`src/rtl/sprite_pkg.sv`:
```
// sprite_pkg
//   Shared constants and types for the sprite line fetcher.
//   - TRANSPARENT_IDX / TRANSPARENT_WORD : palette index and word that
//     mean "no sprite pixel here".
//   - fill_state_t : line-buffer fill FSM states.
//   - ADDR_W / COORD_W / DATA_W : SRAM address, screen coordinate and
//     SRAM word widths.
//   - idx_w()    : width of a word index for a buffer of a given depth.
//   - pal_word() : packs an 8-bit palette index into the 16-bit word
//     that the palette stage expects.
package sprite_pkg;

    localparam int ADDR_W  = 20;
    localparam int COORD_W = 10;
    localparam int DATA_W  = 16;

    localparam logic [7:0]  TRANSPARENT_IDX  = 8'hFF;
    localparam logic [15:0] TRANSPARENT_WORD = 16'h00FF;

    typedef enum logic {
        IDLE = 1'b0,
        FILL = 1'b1
    } fill_state_t;

    // A depth of 1 still needs a 1-bit index so that no port collapses
    // to zero width.
    function automatic int idx_w(input int depth);
        return (depth > 1) ? $clog2(depth) : 1;
    endfunction

    function automatic logic [15:0] pal_word(input logic [7:0] idx);
        return {8'h00, idx};
    endfunction

endpackage

```
`src/rtl/sprite_line_buf.sv`:
```
// sprite_line_buf
//   Two-bank (ping-pong) sprite line buffer.
//   Ports:
//     clk, rst            clock, asynchronous active-high reset (valid bits)
//     wr_en, wr_bank,     synchronous write of one SRAM word into
//     wr_idx, wr_data     bank wr_bank, slot wr_idx
//     set_vld             mark bank wr_bank valid (last word of a fill)
//     clr_en, clr_bank    mark bank clr_bank invalid (clear wins over set)
//     rd_bank, rd_idx     asynchronous read address
//     rd_data             word at {rd_bank, rd_idx}
//     bank_vld            per-bank valid bits
module sprite_line_buf
    import sprite_pkg::*;
#(
    parameter int DEPTH = 16,
    localparam int IW   = idx_w(DEPTH)
) (
    input  logic              clk,
    input  logic              rst,
    input  logic              wr_en,
    input  logic              wr_bank,
    input  logic [IW-1:0]     wr_idx,
    input  logic [DATA_W-1:0] wr_data,
    input  logic              set_vld,
    input  logic              clr_en,
    input  logic              clr_bank,
    input  logic              rd_bank,
    input  logic [IW-1:0]     rd_idx,
    output logic [DATA_W-1:0] rd_data,
    output logic [1:0]        bank_vld
);

    // Slot count is rounded up to a power of two so that every index value
    // is in range; slots at or above DEPTH are never written, and the
    // display path never trusts what it reads outside the sprite span.
    localparam int SLOTS = 1 << IW;

    logic [1:0][SLOTS-1:0][DATA_W-1:0] mem;

    // Data storage needs no reset: a bank's contents are only looked at
    // while its valid bit is set, and that only happens after a full fill.
    always_ff @(posedge clk) begin
        if (wr_en) begin
            mem[wr_bank][wr_idx] <= wr_data;
        end
    end

    // Clear is written last so it takes priority if both hit one bank.
    always_ff @(posedge clk or posedge rst) begin
        if (rst) begin
            bank_vld <= 2'b00;
        end else begin
            if (set_vld) begin
                bank_vld[wr_bank] <= 1'b1;
            end
            if (clr_en) begin
                bank_vld[clr_bank] <= 1'b0;
            end
        end
    end

    assign rd_data = mem[rd_bank][rd_idx];

endmodule

```
`src/rtl/sprite_line_fetch.sv`:
```
// sprite_line_fetch
//   Fetches the sprite row for the upcoming scanline from SRAM into the
//   fill bank of a ping-pong line buffer during horizontal blank, and
//   streams palette words for the current line out of the display bank.
//   Ports:
//     Clk, Reset          clock; asynchronous active-high reset
//     line_start          1-cycle pulse at start of horizontal blank
//     next_line           scanline shown after this blank (with line_start)
//     sprite_x, sprite_y  sprite top-left, sampled at line_start
//     DrawX               current pixel column
//     rd_req, rd_addr     SRAM read request / word address
//     rd_ack, rd_data     arbiter grant, read data valid with the grant
//     color               {8'h00, index}, 16'h00FF when transparent
//     sprite_on           pixel inside sprite and index not transparent
//     overrun             sticky: a fill was cut short by line_start
module sprite_line_fetch
    import sprite_pkg::*;
#(
    parameter int                SPR_W     = 32,
    parameter int                SPR_H     = 32,
    parameter logic [ADDR_W-1:0] BASE_ADDR = 20'h00000
) (
    input  logic               Clk,
    input  logic               Reset,
    input  logic               line_start,
    input  logic [COORD_W-1:0] next_line,
    input  logic [COORD_W-1:0] sprite_x,
    input  logic [COORD_W-1:0] sprite_y,
    input  logic [COORD_W-1:0] DrawX,
    output logic               rd_req,
    output logic [ADDR_W-1:0]  rd_addr,
    input  logic               rd_ack,
    input  logic [DATA_W-1:0]  rd_data,
    output logic [DATA_W-1:0]  color,
    output logic               sprite_on,
    output logic               overrun
);

    localparam int                 WORDS    = SPR_W / 2;
    localparam int                 IW       = idx_w(WORDS);
    localparam logic [IW-1:0]      LAST_IDX = IW'(WORDS - 1);
    localparam logic [COORD_W:0]   SPR_W_C  = (COORD_W + 1)'(SPR_W);

    fill_state_t        state;
    logic [IW-1:0]      word_idx;
    logic               disp_sel;
    logic [COORD_W-1:0] disp_x;

    // ------------------------------------------------------------------
    // Fill side
    // ------------------------------------------------------------------
    logic [COORD_W-1:0] row;
    logic               row_hit;
    logic [ADDR_W-1:0]  row_base;
    logic               last_word;
    logic               ack_take;

    // row wraps when next_line < sprite_y, so the >= check is what rejects
    // lines above the sprite.
    assign row      = next_line - sprite_y;
    assign row_hit  = (next_line >= sprite_y) && ({22'd0, row} < 32'(SPR_H));
    assign row_base = BASE_ADDR + ADDR_W'(row) * ADDR_W'(WORDS);

    assign last_word = (word_idx == LAST_IDX);
    // An ack landing on line_start belongs to the aborted fill: drop it.
    assign ack_take  = (state == FILL) && rd_ack && !line_start;

    always_ff @(posedge Clk or posedge Reset) begin
        if (Reset) begin
            state    <= IDLE;
            word_idx <= '0;
            rd_addr  <= '0;
            disp_sel <= 1'b0;
            disp_x   <= '0;
            overrun  <= 1'b0;
        end else if (line_start) begin
            disp_sel <= ~disp_sel;
            disp_x   <= sprite_x;
            word_idx <= '0;
            if (state == FILL) begin
                overrun <= 1'b1;
            end
            if (row_hit) begin
                state   <= FILL;
                rd_addr <= row_base;
            end else begin
                state   <= IDLE;
            end
        end else if (ack_take) begin
            if (last_word) begin
                state <= IDLE;
            end else begin
                // rd_addr tracks word_idx so it only moves after an ack.
                word_idx <= word_idx + IW'(1);
                rd_addr  <= rd_addr + ADDR_W'(1);
            end
        end
    end

    assign rd_req = (state == FILL);

    // ------------------------------------------------------------------
    // Line buffer
    // ------------------------------------------------------------------
    logic [COORD_W-1:0] col;
    logic [DATA_W-1:0]  buf_word;
    logic [1:0]         bank_vld;

    assign col = DrawX - disp_x;

    // The fill bank is always the one not on display. On line_start the
    // banks swap, so the bank being cleared is the current display bank,
    // which becomes the new fill bank.
    sprite_line_buf #(
        .DEPTH (WORDS)
    ) u_buf (
        .clk      (Clk),
        .rst      (Reset),
        .wr_en    (ack_take),
        .wr_bank  (~disp_sel),
        .wr_idx   (word_idx),
        .wr_data  (rd_data),
        .set_vld  (ack_take && last_word),
        .clr_en   (line_start),
        .clr_bank (disp_sel),
        .rd_bank  (disp_sel),
        .rd_idx   (col[IW:1]),
        .rd_data  (buf_word),
        .bank_vld (bank_vld)
    );

    // ------------------------------------------------------------------
    // Display side
    // ------------------------------------------------------------------
    logic       hit;
    logic [7:0] pix;

    // DrawX >= disp_x guards against col wrapping into range when the
    // sprite sits near the right edge of the coordinate space.
    assign hit = (DrawX >= disp_x) && ({1'b0, col} < SPR_W_C) && bank_vld[disp_sel];
    assign pix = col[0] ? buf_word[15:8] : buf_word[7:0];

    always_ff @(posedge Clk or posedge Reset) begin
        if (Reset) begin
            color     <= TRANSPARENT_WORD;
            sprite_on <= 1'b0;
        end else begin
            color     <= hit ? pal_word(pix) : TRANSPARENT_WORD;
            sprite_on <= hit && (pix != TRANSPARENT_IDX);
        end
    end

endmodule

```
`config.mk`:
```
export PLATFORM = sky130hd
export DESIGN_NAME = sprite_line_fetch
export DESIGN_NICKNAME = d
export VERILOG_FILES = /design/src/rtl/sprite_pkg.sv /design/src/rtl/sprite_line_buf.sv /design/src/rtl/sprite_line_fetch.sv
export SDC_FILE = /design/constraint.sdc
export NUM_CORES = 1
export LEC_CHECK = 0
export ABC_AREA = 1
export BUFFER_PORTS_ARGS = -buffer_cell sky130_fd_sc_hd__buf_2
export CAP_MARGIN = 20
export CORE_UTILIZATION = 40
export CTS_BUF_LIST = sky130_fd_sc_hd__clkbuf_8 sky130_fd_sc_hd__clkbuf_16
export CTS_CLUSTER_DIAMETER = 100
export DETAILED_ROUTE_END_ITERATION = 6
export GPL_TIMING_DRIVEN = 0
export SLEW_MARGIN = 20
export SYNTH_ARGS = -nofsm -noshare
export SYNTH_HDL_FRONTEND = slang
export SYNTH_SLANG_ARGS = --single-unit
export TNS_END_PERCENT = 20
```
`constraint.sdc`:
```
create_clock -name Clk -period 4 [get_ports Clk]
set_input_delay 0.2 -clock Clk [delete_from_list [all_inputs] [get_ports Clk]]
set_output_delay 0.2 -clock Clk [all_outputs]
set_load 0.01 [all_outputs]
```
* Word level (Yosys, flattened, before mapping)
Cells that the tools add are included.
Cells by class: $add $sub $neg 4, magnitude comparators 11, eq/ne operators 4, muxes and demuxes 30, bitwise logic cells 4, reductions and logical operators 17
Operators by type and width (count):
- 2-to-1 mux 256 bit | 3
- bitwise mux 512 bit | 1
- demux 256 bit (select 1 bit) | 1
- 2-to-1 mux 20 bit | 4
- binary-select mux 16 bit (select 4 bit) | 1
- demux 16 bit (select 4 bit) | 1
- 2-to-1 mux 16 bit | 2
- adder 20 x 1 -> 20 bit, second input constant | 1
- >= comparator 10 bit | 2
- < comparator 10 x 6 -> 1 bit, second input constant | 2
- subtractor 10 bit | 2
- 2-to-1 mux 8 bit | 2
- 2-to-1 mux 4 bit | 3
- logical AND 1 bit | 10
- < comparator 4 x 5 -> 1 bit, second input constant | 2
- 2-to-1 mux 1 bit | 8
- != test 8 bit, second input constant | 1
- AND reduction 2 bit | 3
- adder 4 x 1 -> 4 bit, second input constant | 1
- equality test 4 bit, second input constant | 1
- >= comparator 4 x 1 -> 1 bit, second input constant | 1
- < comparator 1 x 2 -> 1 bit, second input constant | 2
- 2-to-1 mux 2 bit | 2
- nonzero test 2 bit | 2
- 10 further kinds | 12
Storage, ports and cells: flip-flop bits (word level) 560, bits of input ports 60, output and inout bits 39, word-level logic and storage cells 111

* Depth between registers and ports, before layout
Gate-level depths: netlist (run 1).
depth after elaboration 9, depth in mapped cells 19, depth with buffers taken out 17

* Hierarchy
From an unflattened synthesis (run 1), not the netlist that was laid out.
Unflattened totals: cells, all modules 2342, area, all modules 24790.0 µm²
Modules (own cells, without submodules):
- sprite_line_buf | times used 1, cells each 1805, area an instance 21065.2 µm², seq. area each 15424.8 µm²
- sprite_line_fetch | times used 1, cells each 537, area an instance 3724.8 µm², seq. area each 1161.1 µm²

* Worst setup path before layout (run 1)
OpenSTA, ideal clock, no wires.
path kind register to register, start point register disp_sel (netlist name), end point register u_buf.mem[256] in the netlist's numbering, enable pin, setup time 0.388 ns, data arrival time 2.013 ns, required time 3.612 ns, path slack 1.599 ns, cell stages (with the launch flop) 8, path buffers 4, clock period less this slack 2.401 ns, cells stage by stage dfrtp_1 buf_2 inv_2 buf_2 buf_2 nand2_1 clkbuf_1 nor2_1
RTL lines:
- end signal: indexed assignment | RTL line sprite_line_buf.sv:44 | mem[wr_bank][wr_idx] <= wr_data;
- end: declaration | RTL line sprite_line_buf.sv:38 | logic [1:0][SLOTS-1:0][DATA_W-1:0] mem;

* Worst setup path in the final report (run 1)
start point register disp_x[0], end point register sprite_on
On the way: longest elaborated chain between the ends 6, elaborated cells between the ends (all ways) 10, classes of those cells add/sub: 1; order compare: 2; eq/ne: 1; mux: 3; reduce/logical: 3
Ends and longest elaborated chain:
- start: declaration | RTL line sprite_line_fetch.sv:47 | logic [COORD_W-1:0] disp_x;
- start signal: assignment | RTL line sprite_line_fetch.sv:78 | disp_x <= sprite_x;
- subtractor 10 bit | RTL line sprite_line_fetch.sv:109 | assign col = DrawX - disp_x;
- binary-select mux 16 bit (select 4 bit) | RTL line sprite_line_buf.sv:62 | assign rd_data = mem[rd_bank][rd_idx];
- 2-to-1 mux 16 bit (implied by the code) | RTL line sprite_line_buf.sv:62
- 2-to-1 mux 8 bit | RTL line sprite_line_fetch.sv:141 | assign pix = col[0] ? buf_word[15:8] : buf_word[7:0];
- != test 8 bit | RTL line sprite_line_fetch.sv:149 | sprite_on <= hit && (pix != TRANSPARENT_IDX);
- logical AND 1 bit (*) | RTL line sprite_line_fetch.sv:149
- end signal: assignment | RTL line sprite_line_fetch.sv:149
- end: declaration | RTL line sprite_line_fetch.sv:35 | output logic sprite_on,
Mark *: on every way between the ends. The rest lies on a longest branch, timed or not. The select of a mux whose other input is x is not followed. A chain may end at the register's enable or synchronous reset.

==> results_dict.tcl, run 1 <==
set metrics [dict create \
    outcome "complete, no violations" \
    crit_chain "ha_1 > inv_1 > fa_1 > xnor2_2 > clkbuf_1 > nand2_1 > nand3_1 > nand3_1 > nand3_1 > nand2_1 > nand2_1 > nor2_1 > a21oi_1" \
    rsz0062_at_grt "false" \
    routed_via_density 5.50 \
    min_path_type "primary input to flip-flop" \
    path_delay_family "simple AND/OR/NAND/NOR gates" \
    num_vias 18300 \
    dp_slack_ns 0.315 \
    gp_congestion 0.911 \
    cp_slowest_cell "xnor2_2" \
    drv_cap 0 \
    clkLatencyLatePin_ns 0.64 \
    cpPeakStageDelay_ns 0.79 \
    synth_seq_cells 560 \
    cts-root-buf "clkbuf_16" \
    seq_area_frac_synth 0.680 \
    io_pins 99 \
    hp-start "sprite_y[0]" \
    fin_nets 2593 \
    fmax_mhz 262 \
    cts_made_buffers 57 \
    synth.top_cell.area_share 0.630 \
    grt_max_degree 49 \
    first_global_vias 17600 \
    required_ns 4.49 \
    synth_area_leaders "edfxtp_1 63%, nand2_1 13%, nand3_1 8.8%" \
    synthFlopType "edfxtp_1" \
    leakage_nw 11.2 \
    ir_worst_vdd_v 0.000353 \
    cts_resized 0 \
    drtPass1Iterations 5 \
    antenna_found_initial 0 \
    num_antenna_cells 0 \
    finalSetupViolations 0 \
    drive_gt1_frac 0.132 \
    finalCriticalPeriod_ns 3.82 \
    grt-ovfl-total 0 \
    drc 0 \
    crit_start "disp_x[0]" \
    die_y_microns 249 \
    area_delta_synth_final_pct 17.6 \
    die_area_sq_um 62000 \
    synth_area_leader_cell "edfxtp_1" \
    worstPathArrival_ns 4.31 \
    htree_levels 2 \
    slew_headroom 0.250 \
    portBuffers 89 \
    rows 90 \
    slew_viol_final 0 \
    syn_area_per_cell_sq_um 10.6 \
    worstMarginPinSlew_ns 1.12 \
    die-width_microns 249 \
    finalCritPeriodShare 0.954 \
    timing.rr.start "disp_x[0]" \
    clock-sinks 560 \
    grt_pass1_wl_microns 113000 \
    hold_viol_final 0 \
    core_area_sq_um 60400 \
    synthArstFlopShare 0.0857 \
    initialDrtViolationCount 2370 \
    wl_per_cell_microns 23.2 \
    cp-start-kind "flip-flop" \
    path_max_fanout 10 \
    synth_cell_types 41 \
    clk_pin_slew_ns 0.06 \
    finalPower_mw 14.7 \
    yosys-top-cells-count "870 x nand2_1, 512 x edfxtp_1, 428 x nand3_1" \
    p_per_area_nw_per_um2 514 \
    cts_tree "yes" \
    start_util 0.404 \
    path_class "flip-flop to flip-flop" \
    totalWireLength_microns 77400 \
    synthCells 2313 \
    finalCoreUtilization 0.476 \
    synth_area_sq_um 24400 \
    dp.cells 3216 \
    yosysWarnings 0 \
    dp_hpwl_microns 52000 \
    endpoint_kind "flip-flop" \
    track_usage 0.247 \
    fin_ws_ns 0.184 \
    final_antenna_net_count 0 \
    yosysMostFrequentCell "nand2_1" \
    cts_buffer_depth 3 \
    cp.buffers_inverters 2 \
    synth_edf_count 512 \
    layout.cells.non_filler 3335 \
    finClkSkew_ns 0.0195 \
]
[per-stage QoR]
step	hold WS, ns	cell area (sq um)	setup TNS [ns]
3_3_place_gp	0.409	25900	-23.76
3_5_place_dp	0.362	26700	0
5_1_grt	0.0731	28700	0
4_1_cts	0.0196	28700	0
2_1_floorplan	0.299	24400	0
6_report	0.0263	28700	0
[kinds of logic (layout without fill, tap and decap cells)]
group	Yosys count	in the layout	synth area share
simple gates	1415	1415	0.242
flops	560	560	0.680
buf+inv	219	452	0.0394
compound gates	70	70	0.0159
fa+ha+maj	27	27	0.0145
xor+xnor	20	20	0.00779
other cells	1	8	0.000154
mux	1	1	0.000410
[final timing paths]
kind,endpoint,slack [ns],depth (start not counted)
worst max-delay path,sprite_on,0.18,13
worst min register to register,overrun,0.46,1
min in group asynchronous,u_buf.bank_vld[0],0.25,3
worst max register to register,sprite_on,0.18,13
worst min-delay path,rd_addr[4],0.03,5
max in group asynchronous,sprite_on,3.29,3
[placed cells by master (no fill, tap or decap), drive strengths merged]
cell type / netlist / routed
nor4: 5 / 5
a21o: 1 / 1
dfstp: 8 / 8
clkinv: 0 / 24
o221ai: 1 / 1
a31oi: 4 / 4
o21bai: 2 / 2
xnor2: 7 / 7
nand4: 8 / 8
inv: 89 / 99
dfrtp: 40 / 40
nand2: 871 / 871
nand3: 428 / 428
mux2i: 1 / 1
o21ai: 40 / 40
or2: 5 / 5
edfxtp: 512 / 512
a31o: 1 / 1
a21oi: 16 / 16
fa: 2 / 2
o211ai: 3 / 3
buf: 88 / 203
conb: 1 / 8
nor3b: 1 / 1
clkinvlp: 0 / 6
dlygate4sd3: 0 / 12
xor2: 13 / 13
clkbuf: 42 / 100
ha: 25 / 25
nor2: 91 / 91
nand3b: 1 / 1
o2bb2ai: 2 / 2
bufinv: 0 / 8
nor3: 5 / 5
[worst register-to-register path, stage by stage (launching register included)]
cell and delay, ns:
dfrtp_1 0.38, ha_1 0.16, inv_1 0.09, fa_1 0.48, xnor2_2 0.79, clkbuf_1 0.64, nand2_1 0.13, nand3_1 0.14
nand3_1 0.12, nand3_1 0.11, nand2_1 0.10, nand2_1 0.13, nor2_1 0.07, a21oi_1 0.35
[flip-flops by register name, indices dropped and copies added, names as in the netlist]
register and flops:
disp_x 10, overrun 1, u_buf.mem 512, u_buf.bank_vld 2, rd_req 1, disp_sel 1, sprite_on 1, rd_addr 20
color 8, word_idx 4
[routing by layer]
layer,GRT usage,part of all wire,wire (microns),up-vias
li1,-,-,-,8275
met1,0.344,0.41,32100,8870
met2,0.387,0.45,34800,1016
met3,0.0440,0.10,7700,165
met4,0.0958,0.037,2830,0
met5,0,0,0,-
[power by group]
part	leakage, nW	internal [mW]	switching, mW
Sequential	5.22	6.45	0.0842
Clock	0.953	3.15	2.34
Combinational	5.03	0.751	1.97
Total	11.2	10.4	4.40
[area by class of cell]
class | instances | area (sq um)
sequential | 560 | 16600
fill | 5468 | 31700
inverter | 89 | 337
clock inverter | 48 | 458
tap | 782 | 978
buffer | 130 | 627
clock buffer | 58 | 1450
timing repair buffer | 127 | 1160
multi-input combinational | 1541 | 7100
[repair_timing]
item	in CTS	in global routing
hold buffers	12	0
endpoints found under the hold margin	51	0
endpoints found under the setup margin	0	0
setup buffers	0	0
Note: power is estimated with default switching activity, not from simulation.
==> run 2: changes to the inputs <==
--- a/config.mk
+++ b/config.mk
@@ -13,6 +13,7 @@
 export CTS_CLUSTER_DIAMETER = 100
 export DETAILED_ROUTE_END_ITERATION = 6
 export GPL_TIMING_DRIVEN = 0
+export RECOVER_POWER = 100
 export SLEW_MARGIN = 20
 export SYNTH_ARGS = -nofsm -noshare
 export SYNTH_HDL_FRONTEND = slang
==> run 2 against run 1 <==
Compared with the run above:
- the flow now finishes with violations (max-capacitance violations, max-slew violations)
- sequential power hardly changed
- worst hold slack better by 0.00053 ns
- core utilization is 0.81 points lower
- worst setup slack worse by 0.047 ns
- first-iteration DRC count is 5.2% lower
- register-to-register slack worse by 0.05 ns
- routed wire length is 0.15% higher
- critical endpoint is now u_buf.mem[21]
- die area stayed put
==> results_dict.tcl, run 2 (synthesis gave the netlist of run 1 again) <==
set metrics [dict create \
    whs_ns 0.0269 \
    totalWireLength_microns 77500 \
    grt_max_degree 49 \
    mostFrequentLayoutCell "nand2_1" \
    cp-start-kind "flip-flop" \
    layout.cells.non_filler 3335 \
    portBuffers 89 \
    crit_start "disp_sel" \
    routed_via_density 5.48 \
    core_area_sq_um 60400 \
    dp_slack_ns 0.315 \
    die_area_sq_um 62000 \
    finalSetupViolations 0 \
    drv_cap 12 \
    antenna_found_initial 0 \
    slew_headroom -0.717 \
    first_global_vias 17600 \
    grt-ovfl-total 0 \
    fmax_mhz 259 \
    worstReg2RegEnd "u_buf.mem[21]" \
    min_path_type "primary input to flip-flop" \
    wl_per_cell_microns 23.2 \
    endpoint_kind "flip-flop" \
    dp.cells 3216 \
    finalCoreUtilization 0.467 \
    io_pins 99 \
    leakage_nw 10.9 \
    min_delay_worst_endpoint "rd_addr[4]" \
    clkLatencyLatePin_ns 0.64 \
    track_usage 0.247 \
    drive_gt1_frac 0.104 \
    finalCriticalPeriod_ns 3.86 \
    cts_resized 0 \
    cts-root-buf "clkbuf_16" \
    most-common-layout-cells "870 x nand2_1, 512 x edfxtp_1, 428 x nand3_1" \
    initialDrtViolationCount 2247 \
    clock-sinks 560 \
    grt_pass1_wl_microns 113000 \
    regToRegSetupSlack_ns 0.14 \
    largest_register_ff_count 512 \
    fin_ws_ns 0.137 \
    ir_worst_vdd_v 0.000350 \
    die-width_microns 249 \
    clk_pin_slew_ns 0.06 \
    cts_tree "yes" \
    cp.buffers_inverters 6 \
    worstPathArrival_ns 4.14 \
    finalCritPeriodShare 0.966 \
    outcome "complete, but fails checks" \
    num_vias 18300 \
    cts_made_buffers 57 \
    r2r_cells 8 \
    hold_depth 5 \
    hold_viol_final 0 \
    start_util 0.404 \
    p_per_area_nw_per_um2 522 \
    required_ns 4.28 \
    die_y_microns 249 \
    path_common_cell "clkbuf_1" \
    path_class "flip-flop to flip-flop" \
    cts_buffer_depth 3 \
    num_antenna_cells 0 \
    top_register "u_buf.mem" \
    worstMarginPinSlew_ns 2.56 \
    rows 90 \
    cp_num_cells 8 \
    finClkSkew_ns 0.0165 \
    gp_congestion 0.911 \
    path_delay_family "buffers and inverters" \
    rsz0062_at_grt "false" \
    area_delta_synth_final_pct 15.6 \
    hp-start "sprite_y[0]" \
    final_antenna_net_count 0 \
    crit_chain "clkbuf_1 > clkbuf_1 > buf_2 > nand4_1 > clkbuf_1 > clkbuf_1 > nor2_4 > clkbuf_2" \
    htree_levels 2 \
    dp_hpwl_microns 52000 \
    drc 0 \
    fin_nets 2593 \
    slew_viol_final 412 \
    cpPeakStageDelay_ns 0.49 \
    timing.rr.start "disp_sel" \
    drtPass1Iterations 6 \
    reg_top3 "u_buf.mem x512, rd_addr x20, disp_x x10" \
    cp_slowest_cell "clkbuf_1" \
    violations "max-capacitance violations, max-slew violations" \
    path_max_fanout 10 \
]
-- run 2: report_power, final --
part	total [mW]	leakage (nW)	internal (mW)	switching (mW)
Clock	5.49	0.953	3.15	2.34
Sequential	6.54	5.22	6.45	0.0850
Combinational	2.70	4.77	0.732	1.97
-- run 2: area by class of cell --
type                       count  area, sq um
buffer                       130          619
clock buffer                  58         1450
clock inverter                48          458
fill                        5557        32100
inverter                      89          335
multi-input combinational   1541         6960
sequential                   560        16600
tap                          782          978
timing repair buffer         127          833
-- run 2: worst max path at each step --
| stage | end | slack (ns) |
|---|---|---|
| floorplan | u_buf.mem[256] | 1.60 |
| global placement | u_buf.mem[295] | -0.29 |
| detailed placement | sprite_on | 0.31 |
| CTS | sprite_on | 0.27 |
| global route | u_buf.mem[21] | 0.05 |
| finish | u_buf.mem[21] | 0.14 |
-- run 2: per-layer routing --
| layer | track usage | up-vias | routed length, microns |
|---|---|---|---|
| li1 | - | 8275 | - |
| met1 | 0.344 | 8815 | 32200 |
| met2 | 0.387 | 1022 | 34900 |
| met3 | 0.0440 | 160 | 7700 |
| met4 | 0.0958 | 0 | 2710 |
| met5 | 0 | - | 0 |
-- run 2: tightest hold or removal path: stages --
cell	delay, ns
buf_2	0.08
ha_1	0.13
o21ai_0	0.08
nand3_1	0.08
nand2_1	0.05
-- run 2: repair_timing --
item | in CTS | in global routing
endpoints found under the hold margin | 51 | 0
setup buffers | 0 | 0
setup endpoints to repair | 0 | 0
hold buffers | 12 | 0
-- run 2: per-stage QoR --
| stage | power (mW) | TNS, ns | cell area, sq um |
|---|---|---|---|
| after floorplan | 8.23 | 0 | 24400 |
| after global placement | 9.27 | -23.76 | 25900 |
| after detailed placement | 9.30 | 0 | 26700 |
| after CTS | 14.7 | 0 | 28700 |
| after global routing | 15.2 | 0 | 28200 |
| final | 14.7 | 0 | 28200 |
